[src/rtl/zxn_ram_arbiter_if.sv]
// zxn_ram_arbiter_if: core, loader and BRAM signal bundle around the main RAM arbiter
interface zxn_ram_arbiter_if #(parameter int ADDR_W = 19);
  logic [20:0] core_addr;
  logic [7:0] core_din;
  logic [7:0] core_dout;
  logic core_cs;
  logic core_we;
  logic core_rd;
  logic core_wait;
  logic ld_wr;
  logic [ADDR_W-1:0] ld_addr;
  logic [7:0] ld_data;
  logic ld_wait;
  logic [ADDR_W-1:0] mem_addr;
  logic [7:0] mem_din;
  logic mem_we;
  logic [7:0] mem_dout;
  modport slave (
    input core_addr, core_din, core_cs, core_we, core_rd, ld_wr, ld_addr, ld_data, mem_dout,
    output core_dout, core_wait, ld_wait, mem_addr, mem_din, mem_we
  );
  modport master (
    output core_addr, core_din, core_cs, core_we, core_rd, ld_wr, ld_addr, ld_data, mem_dout,
    input core_dout, core_wait, ld_wait, mem_addr, mem_din, mem_we
  );
endinterface

[src/rtl/zxn_ram_arbiter.sv]
// zxn_ram_arbiter: shares the main RAM port between fill engine, HPS loader and core; loader port built only with ZXN_ARB_LOADER_EN
module zxn_ram_arbiter #(
  parameter int MEM_SIZE = 409600,
  parameter int ADDR_W = 19,
  parameter logic [7:0] FILL = 8'hFF,
  parameter int STARVE = 8
) (
  input  logic clk_sys,
  input  logic RESET,
  input  logic clr_req,
  output logic busy,
  zxn_ram_arbiter_if.slave bus
);
  localparam logic [31:0] MS = 32'(MEM_SIZE);
  localparam logic [ADDR_W-1:0] LAST = ADDR_W'(MEM_SIZE - 1);
  typedef enum logic [1:0] {HOLD, FILLING, RUN} state_t;
  state_t state_q, st, nxt;
  logic [ADDR_W-1:0] cnt_q;
  logic [ADDR_W-1:0] ld_addr_r;
  logic [7:0] ld_data_r;
  logic ld_go, ld_oor, core_oor, rd_ok, rd_ok_q;
  assign st = RESET ? HOLD : state_q;
  assign core_oor = 32'(bus.core_addr) >= MS;
  // state register; RESET is decoded straight into HOLD, so the first fill write lands in the first cycle after release
  always_ff @(posedge clk_sys) state_q <= RESET ? FILLING : nxt;
  // next state: fill until the last location, any clear restarts the fill
  always_comb nxt = (st == HOLD || clr_req || (st == FILLING && cnt_q != LAST)) ? FILLING : RUN;
  // fill address counter, rewound by reset or clear
  always_ff @(posedge clk_sys) cnt_q <= (RESET || clr_req || st != FILLING) ? '0 : cnt_q + 1'b1;
  // port mux: fill engine first, then a pending loader write, otherwise the core
  always_comb begin
    busy = st != RUN;
    bus.mem_addr = st == FILLING ? cnt_q : ld_go ? ld_addr_r : bus.core_addr[ADDR_W-1:0];
    bus.mem_din = st == FILLING ? FILL : ld_go ? ld_data_r : bus.core_din;
    bus.mem_we = st == FILLING || (ld_go ? !ld_oor : st == RUN && bus.core_cs && bus.core_we && !core_oor);
    bus.core_wait = bus.core_cs && (st == FILLING || ld_go);
    rd_ok = st == RUN && !ld_go && bus.core_cs && bus.core_rd && !core_oor;
  end
  // remembers whether BRAM data next cycle belongs to a granted in-range core read
  always_ff @(posedge clk_sys) rd_ok_q <= rd_ok;
  assign bus.core_dout = rd_ok_q && !RESET ? bus.mem_dout : FILL;
`ifdef ZXN_ARB_LOADER_EN
  localparam int SW = $clog2(STARVE + 1);
  logic pend_q;
  logic [SW-1:0] starve_q;
  assign ld_go = st == RUN && pend_q && (!bus.core_cs || starve_q == SW'(STARVE - 1));
  assign ld_oor = 32'(ld_addr_r) >= MS;
  assign bus.ld_wait = pend_q && !RESET;
  // pending flag: set by a loader write, held through fill, cleared when the write issues
  always_ff @(posedge clk_sys) pend_q <= (RESET || ld_go) ? 1'b0 : pend_q || bus.ld_wr;
  // loader address/data capture; writes arriving while one is pending are dropped
  always_ff @(posedge clk_sys) if (bus.ld_wr && !pend_q) begin
    ld_addr_r <= bus.ld_addr;
    ld_data_r <= bus.ld_data;
  end
  // cycles the pending write has lost to the core; at STARVE-1 the loader steals the slot
  always_ff @(posedge clk_sys) starve_q <= (RESET || ld_go) ? '0 : starve_q + SW'(pend_q && st == RUN && bus.core_cs);
`else
  localparam int unused_starve = STARVE;
  logic unused_ld;
  assign ld_go = 1'b0;
  assign ld_oor = 1'b1;
  assign ld_addr_r = '0;
  assign ld_data_r = '0;
  assign bus.ld_wait = 1'b0;
  assign unused_ld = ^{bus.ld_wr, bus.ld_addr, bus.ld_data};
`endif
endmodule

[src/flat_wrapper.sv]
// flat-port wrapper written by rule: the top's interface ports become plain ports
module zxn_ram_arbiter_flat 
#(
  parameter int MEM_SIZE = 409600,
  parameter int ADDR_W = 19,
  parameter logic [7:0] FILL = 8'hFF,
  parameter int STARVE = 8
)
  (clk_sys, RESET, clr_req, busy, bus_core_addr, bus_core_din, bus_core_cs, bus_core_we, bus_core_rd, bus_ld_wr, bus_ld_addr, bus_ld_data, bus_mem_dout, bus_core_dout, bus_core_wait, bus_ld_wait, bus_mem_addr, bus_mem_din, bus_mem_we);
  zxn_ram_arbiter_if #(.ADDR_W(ADDR_W)) bus_i ();
  input  logic clk_sys;
  input  logic RESET;
  input  logic clr_req;
  output logic busy;
  input wire logic [$bits(bus_i.core_addr)-1:0] bus_core_addr;
  input wire logic [$bits(bus_i.core_din)-1:0] bus_core_din;
  input wire logic [$bits(bus_i.core_cs)-1:0] bus_core_cs;
  input wire logic [$bits(bus_i.core_we)-1:0] bus_core_we;
  input wire logic [$bits(bus_i.core_rd)-1:0] bus_core_rd;
  input wire logic [$bits(bus_i.ld_wr)-1:0] bus_ld_wr;
  input wire logic [$bits(bus_i.ld_addr)-1:0] bus_ld_addr;
  input wire logic [$bits(bus_i.ld_data)-1:0] bus_ld_data;
  input wire logic [$bits(bus_i.mem_dout)-1:0] bus_mem_dout;
  output wire logic [$bits(bus_i.core_dout)-1:0] bus_core_dout;
  output wire logic [$bits(bus_i.core_wait)-1:0] bus_core_wait;
  output wire logic [$bits(bus_i.ld_wait)-1:0] bus_ld_wait;
  output wire logic [$bits(bus_i.mem_addr)-1:0] bus_mem_addr;
  output wire logic [$bits(bus_i.mem_din)-1:0] bus_mem_din;
  output wire logic [$bits(bus_i.mem_we)-1:0] bus_mem_we;
  assign bus_i.core_addr = bus_core_addr;
  assign bus_i.core_din = bus_core_din;
  assign bus_i.core_cs = bus_core_cs;
  assign bus_i.core_we = bus_core_we;
  assign bus_i.core_rd = bus_core_rd;
  assign bus_i.ld_wr = bus_ld_wr;
  assign bus_i.ld_addr = bus_ld_addr;
  assign bus_i.ld_data = bus_ld_data;
  assign bus_i.mem_dout = bus_mem_dout;
  assign bus_core_dout = bus_i.core_dout;
  assign bus_core_wait = bus_i.core_wait;
  assign bus_ld_wait = bus_i.ld_wait;
  assign bus_mem_addr = bus_i.mem_addr;
  assign bus_mem_din = bus_i.mem_din;
  assign bus_mem_we = bus_i.mem_we;
  zxn_ram_arbiter #(.MEM_SIZE(MEM_SIZE), .ADDR_W(ADDR_W), .FILL(FILL), .STARVE(STARVE)) u_core (.clk_sys(clk_sys), .RESET(RESET), .clr_req(clr_req), .busy(busy), .bus(bus_i));
endmodule
[config.mk]
export PLATFORM = sky130hd
export DESIGN_NAME = zxn_ram_arbiter_flat
export DESIGN_NICKNAME = d
export VERILOG_FILES = /design/src/rtl/zxn_ram_arbiter_if.sv /design/src/rtl/zxn_ram_arbiter.sv /design/src/flat_wrapper.sv
export SDC_FILE = /design/constraint.sdc
export NUM_CORES = 1
export LEC_CHECK = 0
export ABC_AREA = 1
export BUFFER_PORTS_ARGS = -buffer_cell sky130_fd_sc_hd__buf_2
export CAP_MARGIN = 30
export CORE_MARGIN = 1
export CORE_UTILIZATION = 40
export CTS_BUF_LIST = sky130_fd_sc_hd__clkbuf_4
export DETAILED_ROUTE_END_ITERATION = 8
export GPL_ROUTABILITY_DRIVEN = 0
export HOLD_SLACK_MARGIN = 0.12
export PLACE_DENSITY_LB_ADDON = 0.12
export SLEW_MARGIN = 5
export SYNTH_ARGS = -nofsm -noshare
export SYNTH_HDL_FRONTEND = slang
export SYNTH_SLANG_ARGS = --single-unit
[constraint.sdc]
create_clock -name clk_sys -period 3.86 [get_ports clk_sys]
set_input_delay 0.772 -clock clk_sys [delete_from_list [all_inputs] [get_ports clk_sys]]
set_output_delay 0.772 -clock clk_sys [all_outputs]
set_load 0.05 [all_outputs]
Word level (Yosys, flattened, before mapping)
Cells that the tools add are included.
W data, S select, Z words.
{"block": "totals", "reg_bits": 22, "input_bits": 71, "output_inout_bits": 39, "wordCells": 31}
{"block": "op_classes", "addsub": 1, "magnitude_cmp": 1, "eq_ne": 5, "mux": 5, "reduce_logical": 16}
{"cell": "$ge A21 B19 Y1 const B", "count": 1}
{"cell": "$add A19 B1 Y19 const B", "count": 1}
{"cell": "$mux W19", "count": 1}
{"cell": "$ne A19 B19 Y1 const B", "count": 1}
{"cell": "$mux W8", "count": 2}
{"cell": "$logic_and A1 B1 Y1", "count": 8}
{"cell": "$logic_or A1 B1 Y1", "count": 5}
{"cell": "$mux W2", "count": 2}
{"cell": "$eq A2 B1 Y1 const B", "count": 1}
{"cell": "$eq A2 B2 Y1 const B", "count": 1}
{"cell": "$logic_not A1 Y1", "count": 2}
{"cell": "$logic_not A2 Y1", "count": 1}
{"cell": "$ne A2 B1 Y1 const B", "count": 1}
{"cell": "$ne A2 B2 Y1 const B", "count": 1}

Longest topological paths before layout
{"block": "depth", "ltp_word": 6, "depth_mapped": 8, "ltp_nobuf": 8}

Least setup slack after synthesis
Ideal clock, no wire load.
{"block": "synth_path", "path_kind": "input to output", "startpoint": "in bus_core_addr[16]", "endpoint": "out bus_mem_we", "t_arrival_ps": 2125, "required_ps": 3088, "path_slack_ps": 963, "path_stages": 3, "n_path_buf": 0, "path_cell_list": "nor3_1 > o21ai_0 > o21ai_0"}
{"block": "synth_via", "elab_chain_cells": 4}
{"element": "start: declaration", "line": "flat_wrapper.sv:15", "rtl": "input wire logic [$bits(bus_i.core_addr)-1:0] bus_core_addr;"}
{"element": "$ge A21 B19 Y1", "line": "zxn_ram_arbiter.sv:23", "rtl": "assign core_oor = 32'(bus.core_addr) >= MS;"}
{"element": "$logic_not A1 Y1", "line": "zxn_ram_arbiter.sv:35", "rtl": "bus.mem_we = st == FILLING || (ld_go ? !ld_oor : st == RUN && bus.core_cs && bus.core_we && !core_oor);"}
{"element": "$logic_and A1 B1 Y1", "line": "zxn_ram_arbiter.sv:35"}
{"element": "$logic_or A1 B1 Y1", "line": "zxn_ram_arbiter.sv:35"}
{"element": "end: declaration", "line": "flat_wrapper.sv:29", "rtl": "output wire logic [$bits(bus_i.mem_we)-1:0] bus_mem_we;"}
Every way passes these cells.

Worst setup path after layout
{"block": "layout_path", "startpoint": "in RESET", "endpoint": "out bus_mem_addr[3]"}
{"block": "layout_via", "elab_chain_cells": 3}
{"element": "start: declaration", "line": "flat_wrapper.sv:12", "rtl": "input logic RESET;"}
{"element": "$mux W2", "line": "zxn_ram_arbiter.sv:22", "rtl": "assign st = RESET ? HOLD : state_q;"}
{"element": "$eq A2 B1 Y1", "line": "zxn_ram_arbiter.sv:33", "rtl": "bus.mem_addr = st == FILLING ? cnt_q : ld_go ? ld_addr_r : bus.core_addr[ADDR_W-1:0];"}
{"element": "$mux W19", "line": "zxn_ram_arbiter.sv:33"}
{"element": "end: declaration", "line": "flat_wrapper.sv:27", "rtl": "output wire logic [$bits(bus_i.mem_addr)-1:0] bus_mem_addr;"}
Every way passes these cells.

==> flow_summary.yaml <==
power:
  fraction_of_power_consumed_by_the_clock_network: 0.299
  power.density_nw_per_um2: 306
  power_switching_share: 0.363
  total_switching_power_w: 0.000219
  power.share.combinational: 0.317
  seqPwrFrac: 0.384
  leakagePower_nw: 0.869
  power.internal_w: 0.000384
  vdd_drop_max_v: 0.000128
routing:
  vias: 1699
  final_routed_drc_violation_total: 0
  initialDrtViolationCount: 34
  viasPerCell: 4.54
  routed_wire_length_per_instance_um: 9.60
  route.antenna.remaining_nets: 0
  drt_pass1_iterations: 4
  aggregate_routed_wire_length_um: 3590
place:
  port-buffer-count: 80
  place_hpwl_um: 2840
  dpl_cell_area_um2: 1920
  place.detailed.instances: 370
synth:
  yosysWarnings: 0
  dominantRegCellSynth: "sky130_fd_sc_hd__dfxtp_1"
  synth-edff-count: 0
  synth_compound_gate_area_share: 0.153
  postSynthNetCount: 321
  post_synthesis_instance_area_um2: 1520
  synth_largest_type_area_fraction: 0.290
  synth_most_common_cell: "sky130_fd_sc_hd__nand2_1"
  synth_seq_cells: 22
  synthSimpleGateAreaFrac: 0.396
  synth_sequential_area_ratio: 0.290
  ys_async_sr_fraction: 0
  post_synth.cell_area_avg_um2: 6.10
  synth_top_family_by_area: "simple AND/OR/NAND/NOR gates"
  netlist.top_cell.by_area: "sky130_fd_sc_hd__dfxtp_1"
  synth_commonest_cells: "sky130_fd_sc_hd__nand2_1 (74), sky130_fd_sc_hd__inv_1 (39), sky130_fd_sc_hd__nor2_1 (23), sky130_fd_sc_hd__dfxtp_1 (22), sky130_fd_sc_hd__a21oi_1 (15)"
  synthMuxAreaShare: 0
  synth_area_leaders: "sky130_fd_sc_hd__dfxtp_1 (29%), sky130_fd_sc_hd__nand2_1 (18%), sky130_fd_sc_hd__inv_1 (9.6%)"
  yosys.area_share.xor_xnor: 0.0115
  yosys.area_share.adder: 0.00824
  synthesis.instances: 249
  synthDistinctLibCells: 27
sta:
  finalSetupViolations: 0
  post-route-period-util: 0.773
  slew_viol_final: 0
  clock_skew_ps: 6.02
  relSlewSlack: 0.567
  worst_hold_slack_ps: 461
  maxClockFrequency_ghz: 0.335
  rsz0062_at_grt: "no"
  worst-slew-pin-transition_ps: 649
  setup_tns_ps: 0
  min_period_ps: 2980
  final_hold_viol_count: 0
layout:
  area_growth_from_synthesis_to_final_layout_pct: 30.0
  finalNetCount: 399
  final_core_utilization: 0.539
  drive_above_1_share: 0.340
  layout.cells.non_filler: 374
  antenna_cells: 0
  finish.instance_area_um2: 1970
floorplan:
  die_width_um: 63.6
  die_area_um2: 4040
  design.portCount: 110
  start_util: 0.415
  core.rowCount: 22
  floorplan.core_area_um2: 3660
  dieHeight_um: 63.6
critical_path:
  critical_path_required_ps: 3090
  cp.buffers_inverters: 3
  end_kind: "primary output"
  arrival_time_worst_endpoint_ps: 2210
  slowest_delay_ps: 420
  critPathTopFamily: "buffers and inverters"
  setup.worst_path.class: "input pin to primary output"
  setup.worst_path.start: "RESET"
  critical_path.most_common_cell: "sky130_fd_sc_hd__buf_2"
  critical_path.cell_chain: "buf_2, nor3_4, inv_2, o21ai_1, buf_2"
  cp-start-kind: "input pin"
  timing.critical_path.slowest_stage_cell: "sky130_fd_sc_hd__nor3_4"
  timing.critical_path.fanout_max: 38
  r2r-start: "u_core.state_q[0]$_SDFF_PP1_"
outcome:
  run_status: "completed"
clock_tree:
  cts_sinks: 22
  post_cts.resized_instances: 0
  worstSkewPairLatency_ps: 320
  number_of_buffers_created_by_cts: 3
  ctsLongestPathBuffers: 2
  path_clk_slew_ps: 130
  clock_tree_from_tritoncts: "done"
  postCtsSetupRepairBufs: 0
  postCtsHoldBufs: 0
  total_number_of_h_tree_levels: 1
  clockRootBuffer: "sky130_fd_sc_hd__clkbuf_4"
run:
  max_cap_viol_count: 0
min_path:
  holdCritStartpoint: "u_core.cnt_q[0]$_SDFF_PP0_"
  holdCritPathClass: "flop to flop"
global_routing:
  grt_max_degree: 39
  antenna_found_initial: 0
  first_pass_grt_wire_length_um: 5920
  grt_pass1_vias: 1462
  grt.overflow.total: 0
  grt_util_all_layers: 0.181
## power by group through the flow
stage	registers (W)	logic (W)	clock network [W]
after floorplan	0.000236	0.000150	0
after global placement	0.000236	0.000191	0
after detailed placement	0.000236	0.000192	0
after CTS	0.000231	0.000193	0.000182
after global routing	0.000232	0.000204	0.000193
final	0.000231	0.000191	0.000180
## routing by layer
metal / wire length, um / global-route usage
met5: 0 / 0
met4: 51 / 0.0597
met3: 295 / 0.0344
met2: 1610 / 0.332
met1: 1630 / 0.207
## cells in the final DEF, fill, tap and decap left out, types with 4 or more instances in the layout
cell type                 count
sky130_fd_sc_hd__a21oi_1     15
sky130_fd_sc_hd__buf_2       80
sky130_fd_sc_hd__dfxtp_1     22
sky130_fd_sc_hd__inv_1       39
sky130_fd_sc_hd__nand2_1     74
sky130_fd_sc_hd__nand3_1     12
sky130_fd_sc_hd__nand4_1      4
sky130_fd_sc_hd__nor2_1      23
sky130_fd_sc_hd__o21ai_0      9
sky130_fd_sc_hd__o21ai_1     10
sky130_fd_sc_hd__o21ai_2      6
sky130_fd_sc_hd__or2_2        8
## per-stage QoR
step	total power, W	worst slack (ps)
2_1_floorplan	0.000386	963
3_3_place_gp	0.000428	880
3_5_place_dp	0.000429	872
4_1_cts	0.000606	868
5_1_grt	0.000629	695
6_report	0.000603	875
## layout make-up
class                   instances  area (um2)
flip-flops and latches         22         440
clock buffers                   3        22.5
inverters                      41         154
multi-input cells             179         866
clock inverters                 1        30.0
fillers                       399        1690
well taps                      48        60.1
repair buffers                 80         400
## registers in the layout (all words and copies together) (netlist names)
register	count
u_core.cnt_q	19
u_core.rd_ok_q	1
u_core.state_q	2
## path summary, 6_finish.rpt
kind                                     end  slack, ps  depth (start not counted)
setup / recovery             bus_mem_addr[3]        880                          5
hold / removal    u_core.cnt_q[0]$_SDFF_PP0_        460                          1
setup reg to reg  u_core.cnt_q[9]$_SDFF_PP0_       2070                          6
hold reg to reg   u_core.cnt_q[0]$_SDFF_PP0_        460                          1
## cells by family after synthesis
logic type,count (synthesis)
buffers and inverters,48
AO/OA/AOI/OAI,41
flip-flops,22
adder cells (fa/ha/maj),1
XOR/XNOR,2
other,1
AND/OR/NAND/NOR,134
Power figures use the tool's default switching activity.
